<file path="config.mk">
export PLATFORM = sky130hd
export DESIGN_NAME = spi_target
export DESIGN_NICKNAME = d
export VERILOG_FILES = /design/src/rtl/spi_target_pkg.sv /design/src/rtl/spi_target_sync.sv /design/src/rtl/spi_target.sv
export SDC_FILE = /design/constraint.sdc
export NUM_CORES = 1
export LEC_CHECK = 0
export BUFFER_PORTS_ARGS = -buffer_cell sky130_fd_sc_hd__buf_2
export CAP_MARGIN = 20
export CELL_PAD_IN_SITES_DETAIL_PLACEMENT = 1
export CELL_PAD_IN_SITES_GLOBAL_PLACEMENT = 1
export CORE_UTILIZATION = 45
export DETAILED_ROUTE_END_ITERATION = 10
export GPL_TIMING_DRIVEN = 0
export PLACE_DENSITY_LB_ADDON = 0.1
export SYNTH_ARGS = -nofsm -noshare
export SYNTH_HDL_FRONTEND = slang
export SYNTH_SLANG_ARGS = --single-unit
</file>
<file path="constraint.sdc">
create_clock -name clk -period 2.2 [get_ports clk]
set_input_delay 0.22 -clock clk [delete_from_list [all_inputs] [get_ports clk]]
set_output_delay 0.22 -clock clk [all_outputs]
set_load 0.02 [all_outputs]
</file>
<file path="src/rtl/spi_target_pkg.sv">
// Shared types and constants for the SPI mode-0 target.
package spi_target_pkg;
  typedef enum logic [0:0] {
    ST_IDLE  = 1'b0,
    ST_SHIFT = 1'b1
  } state_e;

  localparam int         BIT_CNT_W         = 3;
  localparam logic [7:0] FILL_BYTE_DEFAULT = 8'hFF;
endpackage

</file>
<file path="src/rtl/spi_target_sync.sv">
// Multi-flop synchronizer for one asynchronous input pin, with a selectable reset level.
module spi_target_sync #(
  parameter int   SYNC_STAGES = 2,
  parameter logic RST_VAL     = 1'b0
) (
  input  logic clk,
  input  logic rst_n,
  input  logic d_i,
  output logic q_o
);
  logic [SYNC_STAGES-1:0] sync_q;

  always_ff @(posedge clk or negedge rst_n) begin
    if (!rst_n) sync_q <= {SYNC_STAGES{RST_VAL}};
    else        sync_q <= {sync_q[SYNC_STAGES-2:0], d_i};
  end

  assign q_o = sync_q[SYNC_STAGES-1];
endmodule

</file>
<file path="src/rtl/spi_target.sv">
// SPI mode-0 target: oversampled pins, byte receive, one-entry transmit buffer.
module spi_target
  import spi_target_pkg::*;
#(
  parameter int         SYNC_STAGES = 2,
  parameter logic [7:0] FILL_BYTE   = FILL_BYTE_DEFAULT
) (
  input  logic       clk,
  input  logic       rst_n,
  input  logic       spi_cen,
  input  logic       spi_sclk,
  input  logic       spi_mosi,
  output logic       spi_miso,
  output logic       spi_miso_oe,
  output logic [7:0] rx_data,
  output logic       rx_valid,
  input  logic [7:0] tx_data,
  input  logic       tx_valid,
  output logic       tx_ready,
  output logic       tx_underrun,
  output logic       frame_start,
  output logic       frame_end,
  output logic       frame_active
);
  logic cen_s, sclk_s, mosi_s;

  spi_target_sync #(.SYNC_STAGES(SYNC_STAGES), .RST_VAL(1'b1)) u_sync_cen (
    .clk(clk), .rst_n(rst_n), .d_i(spi_cen), .q_o(cen_s));
  spi_target_sync #(.SYNC_STAGES(SYNC_STAGES), .RST_VAL(1'b0)) u_sync_sclk (
    .clk(clk), .rst_n(rst_n), .d_i(spi_sclk), .q_o(sclk_s));
  spi_target_sync #(.SYNC_STAGES(SYNC_STAGES), .RST_VAL(1'b0)) u_sync_mosi (
    .clk(clk), .rst_n(rst_n), .d_i(spi_mosi), .q_o(mosi_s));

  state_e               state_q, state_d;
  logic [BIT_CNT_W-1:0] bit_cnt_q, bit_cnt_d;
  logic                 cen_prev_q, sclk_prev_q;
  logic [6:0]           rx_shift_q, rx_shift_d;
  logic [7:0]           rx_data_q, rx_data_d;
  logic                 rx_valid_q, rx_valid_d;
  logic [7:0]           tx_buf_q, tx_buf_d;
  logic                 tx_full_q, tx_full_d;
  logic [7:0]           tx_shift_q, tx_shift_d;
  logic                 miso_q, miso_d;
  logic                 miso_oe_q, miso_oe_d;
  logic                 underrun_q, underrun_d;
  logic                 fstart_q, fstart_d;
  logic                 fend_q, fend_d;
  logic                 active_q, active_d;

  logic cen_fall, cen_rise, sclk_rise, sclk_fall, reload;
  logic [7:0] load_byte;

  assign cen_fall  =  cen_prev_q  & ~cen_s;
  assign cen_rise  = ~cen_prev_q  &  cen_s;
  assign sclk_rise = ~sclk_prev_q &  sclk_s;
  assign sclk_fall =  sclk_prev_q & ~sclk_s;
  assign load_byte = tx_full_q ? tx_buf_q : FILL_BYTE;

  always_comb begin
    state_d    = state_q;
    bit_cnt_d  = bit_cnt_q;
    rx_shift_d = rx_shift_q;
    rx_data_d  = rx_data_q;
    rx_valid_d = 1'b0;
    tx_buf_d   = tx_buf_q;
    tx_full_d  = tx_full_q;
    tx_shift_d = tx_shift_q;
    miso_d     = miso_q;
    miso_oe_d  = miso_oe_q;
    underrun_d = 1'b0;
    fstart_d   = 1'b0;
    fend_d     = 1'b0;
    active_d   = active_q;
    reload     = 1'b0;

    case (state_q)
      ST_IDLE: begin
        if (cen_fall) begin
          state_d   = ST_SHIFT;
          fstart_d  = 1'b1;
          active_d  = 1'b1;
          miso_oe_d = 1'b1;
          bit_cnt_d = '0;
          reload    = 1'b1;
        end
      end
      default: begin
        // cen rise wins over any sclk edge seen in the same cycle
        if (cen_rise) begin
          state_d   = ST_IDLE;
          fend_d    = 1'b1;
          active_d  = 1'b0;
          miso_oe_d = 1'b0;
          miso_d    = 1'b1;
          bit_cnt_d = '0;
        end else if (sclk_rise) begin
          rx_shift_d = {rx_shift_q[5:0], mosi_s};
          bit_cnt_d  = bit_cnt_q + 1'b1;
          if (bit_cnt_q == '1) begin
            rx_data_d  = {rx_shift_q, mosi_s};
            rx_valid_d = 1'b1;
          end
        end else if (sclk_fall) begin
          if (bit_cnt_q != '0) begin
            tx_shift_d = {tx_shift_q[6:0], 1'b0};
            miso_d     = tx_shift_q[6];
          end else begin
            reload = 1'b1;
          end
        end
      end
    endcase

    if (reload) begin
      tx_shift_d = load_byte;
      miso_d     = load_byte[7];
      if (tx_full_q) tx_full_d  = 1'b0;
      else           underrun_d = 1'b1;
    end

    // A write landing on a reload cycle only refills the buffer for the next byte
    if (tx_valid && !tx_full_q) begin
      tx_full_d = 1'b1;
      tx_buf_d  = tx_data;
    end
  end

  always_ff @(posedge clk or negedge rst_n) begin
    if (!rst_n) begin
      state_q     <= ST_IDLE;
      bit_cnt_q   <= '0;
      cen_prev_q  <= 1'b1;
      sclk_prev_q <= 1'b0;
      rx_data_q   <= '0;
      rx_valid_q  <= 1'b0;
      tx_full_q   <= 1'b0;
      miso_q      <= 1'b1;
      miso_oe_q   <= 1'b0;
      underrun_q  <= 1'b0;
      fstart_q    <= 1'b0;
      fend_q      <= 1'b0;
      active_q    <= 1'b0;
    end else begin
      state_q     <= state_d;
      bit_cnt_q   <= bit_cnt_d;
      cen_prev_q  <= cen_s;
      sclk_prev_q <= sclk_s;
      rx_data_q   <= rx_data_d;
      rx_valid_q  <= rx_valid_d;
      tx_full_q   <= tx_full_d;
      miso_q      <= miso_d;
      miso_oe_q   <= miso_oe_d;
      underrun_q  <= underrun_d;
      fstart_q    <= fstart_d;
      fend_q      <= fend_d;
      active_q    <= active_d;
    end
  end

  // Pure datapath registers; their contents are qualified by the control state above
  always_ff @(posedge clk) begin
    rx_shift_q <= rx_shift_d;
    tx_buf_q   <= tx_buf_d;
    tx_shift_q <= tx_shift_d;
  end

  assign spi_miso     = miso_q;
  assign spi_miso_oe  = miso_oe_q;
  assign rx_data      = rx_data_q;
  assign rx_valid     = rx_valid_q;
  assign tx_ready     = ~tx_full_q;
  assign tx_underrun  = underrun_q;
  assign frame_start  = fstart_q;
  assign frame_end    = fend_q;
  assign frame_active = active_q;
endmodule
</file>
# --- Word-level counts from Yosys, hierarchy flattened ---
# Index checks and enable logic that the tools add are counted.
classes:
  addsub: 1
  eq_ne: 6
  n_mux: 39
  bitwise: 10
  reduce_logical: 16
ops:
  columns: ["cell", "count"]
  rows:
  - ["two-way mux 7 bit", 6]
  - ["two-way mux 1 bit", 28]
  - ["two-way mux 3 bit", 4]
  - ["nonzero test 2 bit", 5]
  - ["nonzero test 3 bit", 3]
  - ["two-way mux 8 bit", 1]
  - ["AND reduction 4 bit", 2]
  - ["!= test 2 x 1 -> 1 bit, second input constant", 3]
  - ["NOT 1 bit", 6]
  - ["AND reduction 5 bit", 1]
  - ["AND 1 bit", 4]
  - ["AND reduction 2 bit", 2]
  - ["adder 3 x 1 -> 3 bit, second input constant", 1]
  - ["equality test 3 bit, second input constant", 1]
  - ["!= test 3 x 1 -> 1 bit, second input constant", 1]
  - ["!= test 3 x 2 -> 1 bit, second input constant", 1]
  - ["AND reduction 3 bit", 1]
  - ["logical AND 1 bit", 1]
  - ["logical NOT 1 bit", 1]
word_totals:
  ff_bits: 49
  inputBits: 14
  output_inout_bits: 16
  wordCells: 90

# --- Logic depth before layout (Yosys ltp) ---
depth:
  word_depth: 8
  depth_mapped: 7
  ltp_nobuf: 6

# --- By module ---
# Synthesis repeated with hierarchy kept, for this count alone.
unflattened:
  hier_cells: 111
  area_unflattened_um2: 1831.8
modules_own_cells:
  columns: ["mod", "instances", "cells_each", "area_each_um2", "seq_area_each_um2"]
  rows:
  - ["spi_target", 1, 105, 1679.1, 1188.6]
  - ["spi_target_sync at u_sync_mosi ...", 2, 2, 50.0, 50.0]
  - ["spi_target_sync at u_sync_cen", 1, 2, 52.6, 52.6]

# --- Worst setup path after synthesis ---
# No wires, ideal clock.
synth_path:
  kind: "reg2reg"
  start: "register cen_prev_q"
  end: "register rx_data_q[0] (netlist: rx_data[0])"
  setup_time_ns: 0.125
  arrival_time_ns: 1.618
  required_time_ns: 2.075
  path_slack_ns: 0.457
  stages_incl_launch_ff: 5
  period_less_slack_ns: 1.743
  path_cell_list: "dfstp_2 nor2b_1 nor4b_4 nand2_2 mux2_2"
synth_via:
  elab_chain_len: 4
synth_lines:
  columns: ["element", "line", "rtl"]
  rows:
  - ["start, declared", "spi_target.sv:36", "logic cen_prev_q, sclk_prev_q;"]
  - ["start signal, assigned", "spi_target.sv:146", "cen_prev_q <= cen_s;"]
  - ["NOT 1 bit", "spi_target.sv:54", "assign cen_rise = ~cen_prev_q & cen_s;"]
  - ["AND 1 bit", "spi_target.sv:54", null]
  - ["NOT 1 bit (no line)", null, null]
  - ["AND reduction 4 bit (no line)", null, null]
  - ["end signal, assigned", "spi_target.sv:148", "rx_data_q <= rx_data_d;"]
  - ["end, declared", "spi_target.sv:38", "logic [7:0] rx_data_q, rx_data_d;"]
# Every way passes these cells.
# A chain may end at the register's enable or synchronous reset.

# --- Worst setup path after layout ---
layout_path:
  start: "register cen_prev_q"
  end: "register rx_data_q[2] (netlist: rx_data[2])"
# Same word-level chain as after synthesis.

==> results.sh <==
export IMPL_grt_max_degree=28
export IMPL_endpoint_kind="flip-flop"
export IMPL_cp_arrival_ns=2.22
export IMPL_dpl_worst_slack_ns=0.0868
export IMPL_synth_seq_cells=49
export IMPL_worstSetupStartpointType="flip-flop"
export IMPL_pin_count=30
export IMPL_place_hpwl_mm=2.07
export IMPL_fin_skew_ns=0.00885
export IMPL_place_congestion=0.731
export IMPL_holdPathEnd="u_sync_mosi.sync_q[0]"
export IMPL_antenna_found_initial=0
export IMPL_rsz0062_at_grt="false"
export IMPL_synth_cell_types=28
export IMPL_die_h_um=65.8
export IMPL_yosysSeqAreaShare_pct=73.3
export IMPL_synth_flop_cell="dfrtp_1"
export IMPL_power_mw=1.89
export IMPL_slew_headroom_pct=52.9
export IMPL_yosysWarnings=0
export IMPL_routed_wl_mm=2.91
export IMPL_rows=22
export IMPL_multi_input_area_um2=422
export IMPL_drive_gt1_share_pct=37.8
export IMPL_grt_pass1_vias=1046
export IMPL_tns_ns=0
export IMPL_worst_slack_ns=0.168
export IMPL_fin_util_pct=56.9
export IMPL_whs_ns=0.0270
export IMPL_holdPathStages=1
export IMPL_final_nets=172
export IMPL_dieArea_um2=4330
export IMPL_ff2ff_path_depth=4
export IMPL_io_buffers=29
export IMPL_drt_iter0_markers=69
export IMPL_max_freq_mhz=492
export IMPL_synthesis_nets=134
export IMPL_ant_nets=0
export IMPL_placed_cells=194
export IMPL_initial_utilization_pct=48.5
export IMPL_final_max_slew_viol_count=0
export IMPL_cts_root_buf="clkbuf_8"
export IMPL_worstMarginPinSlew_ns=0.703
export IMPL_p_per_area_nw_per_um2=881
export IMPL_synth_edf_count=22
export IMPL_cts_tree="done"
export IMPL_fin_area_um2=2150
export IMPL_min_path_type="in2reg"
export IMPL_yosysTopAreaCell="edfxtp_1"
export IMPL_clkLatencyLatePin_ns=0.30
export IMPL_reg2reg_from="cen_prev_q"
export IMPL_grt_use_total_pct=15.5
export IMPL_avgSynthCellArea_um2=15.6
export IMPL_gr_total_overflow=0
export IMPL_timing_max_cap_violations=0
export IMPL_area_growth_pct=17.3
export IMPL_synth_cells=117
export IMPL_p_leak_nw=0.985
export IMPL_cts_made_buffers=5
export IMPL_outcome="completed"
export IMPL_crit_path_max_fanout=11
export IMPL_hp_start="spi_mosi"
export IMPL_synth_top_cell_area_share_pct=36.1
export IMPL_cts_sinks=49
export IMPL_final_period_utilization_pct=92.4
export IMPL_instances_no_fill=204
export IMPL_rr_endpoint="rx_data[2]"
export IMPL_die_w_um=65.8
export IMPL_clk_pin_slew_ns=0.08
export IMPL_diodes=0
export IMPL_critPathKind="reg2reg"
export IMPL_finalHoldViolCount=0
export IMPL_required_ns=2.38
export IMPL_first_pass_iters=3
export IMPL_wl_per_cell_um=14.3
export IMPL_grt_pass1_wl_mm=4.76
export IMPL_syn_area_um2=1830
export IMPL_async_reset_ff_share_pct=55.1
export IMPL_synthTopCellsByArea="edfxtp_1, dfrtp_1, mux2_2"
export IMPL_setup_viol=0
export IMPL_clk_path_buf_depth=2
export IMPL_regArea_um2=1340
export IMPL_fp_coreArea_um2=3770
export IMPL_peakVddDrop_mv=0.557
export IMPL_dr_total_vias=1005
export IMPL_route_detailed_drc=0
export IMPL_viasPerCell=4.93
export IMPL_rrSetupSlack_ns=0.17
export IMPL_nFillCells=365
export IMPL_h_tree_depth=2
export IMPL_dpl_instance_area_um2=2040
export IMPL_period_minus_slack_ns=2.03
[worst max-delay path, stage by stage (launching register included)]
cell     delay (ns)
dfstp_2        0.57
nor2b_1        0.10
nor4b_4        0.62
nand2_2        0.30
mux2_2         0.34
[worst max path at each step]
stage / from / end / slack, ns
floorplan: cen_prev_q / rx_data[0] / 0.46
global placement: cen_prev_q / rx_data[2] / 0.20
detailed placement: cen_prev_q / rx_data[6] / 0.09
CTS: cen_prev_q / rx_data[6] / 0.08
global route: cen_prev_q / rx_data[2] / 0.004
finish: cen_prev_q / rx_data[2] / 0.17
[registers in the layout, summed over array words and instances, names as in the netlist, 2 cells and up]
name and cells:
bit_cnt_q 3, rx_data 8, rx_shift_q 7, tx_buf_q 8, tx_shift_q 7, u_sync_cen.sync_q 2, u_sync_mosi.sync_q 2, u_sync_sclk.sync_q 2
[synthesized netlist by cell type, types with 2 or more instances]
master / count
buf_4: 3
mux2_2: 10
dfstp_2: 4
dfrtp_1: 23
ha_1: 3
and2_1: 2
a21oi_1: 2
inv_1: 11
nor2b_1: 2
edfxtp_1: 22
nor2_1: 12
a31oi_1: 6
a22o_1: 2
[report_power, final]
group / internal (mW) / total (mW) / switching [mW]
registers: 1.06 / 1.08 / 0.0295
clock network: 0.255 / 0.541 / 0.287
logic: 0.0985 / 0.266 / 0.168
[layout make-up]
| type | count | area share (%) |
|---|---|---|
| Sequential cell | 49 | 62.5 |
| Inverter | 11 | 1.92 |
| Multi-Input combinational cell | 53 | 19.6 |
| Timing Repair Buffer | 31 | 7.46 |
| Tap cell | 48 | 2.80 |
| Buffer | 4 | 1.22 |
| Clock buffer | 6 | 3.85 |
| Clock inverter | 2 | 0.641 |
[metal layers]
metal  track usage, %  wire (µm)  vias up
met5                0          0        -
met4             7.34         43        0
met3             4.14        124        6
met2             24.1       1370       24
met1             20.3       1370      492
li1                 -          -      483
[repair_timing]
| item | 4_1_cts | 5_1_grt |
|---|---|---|
| endpoints found under the hold margin | 23 | 0 |
| buffers inserted | 0 | 0 |
| resized for setup | 0 | 0 |
| hold buffers | 1 | 0 |
[logic make-up (layout without fill, tap and decap cells)]
| family | after synthesis | count (layout) | synth area share (%) |
|---|---|---|---|
| buffers and inverters | 15 | 54 | 3.69 |
| AO/OA/AOI/OAI | 16 | 16 | 6.56 |
| AND/OR/NAND/NOR | 23 | 23 | 7.72 |
| flip-flops | 49 | 49 | 73.3 |
| multiplexers | 11 | 11 | 6.70 |
| adder cells (fa/ha/maj) | 3 | 3 | 2.05 |
[placed cells by master, fill, tap and decap left out, types with 3 or more instances in the layout]
cell type / instances
a31oi_1: 6
buf_2: 30
buf_4: 3
clkbuf_8: 6
dfrtp_1: 23
dfstp_2: 4
edfxtp_1: 22
ha_1: 3
inv_1: 11
mux2_2: 10
nor2_1: 12
Power figures use the tool's default switching activity.
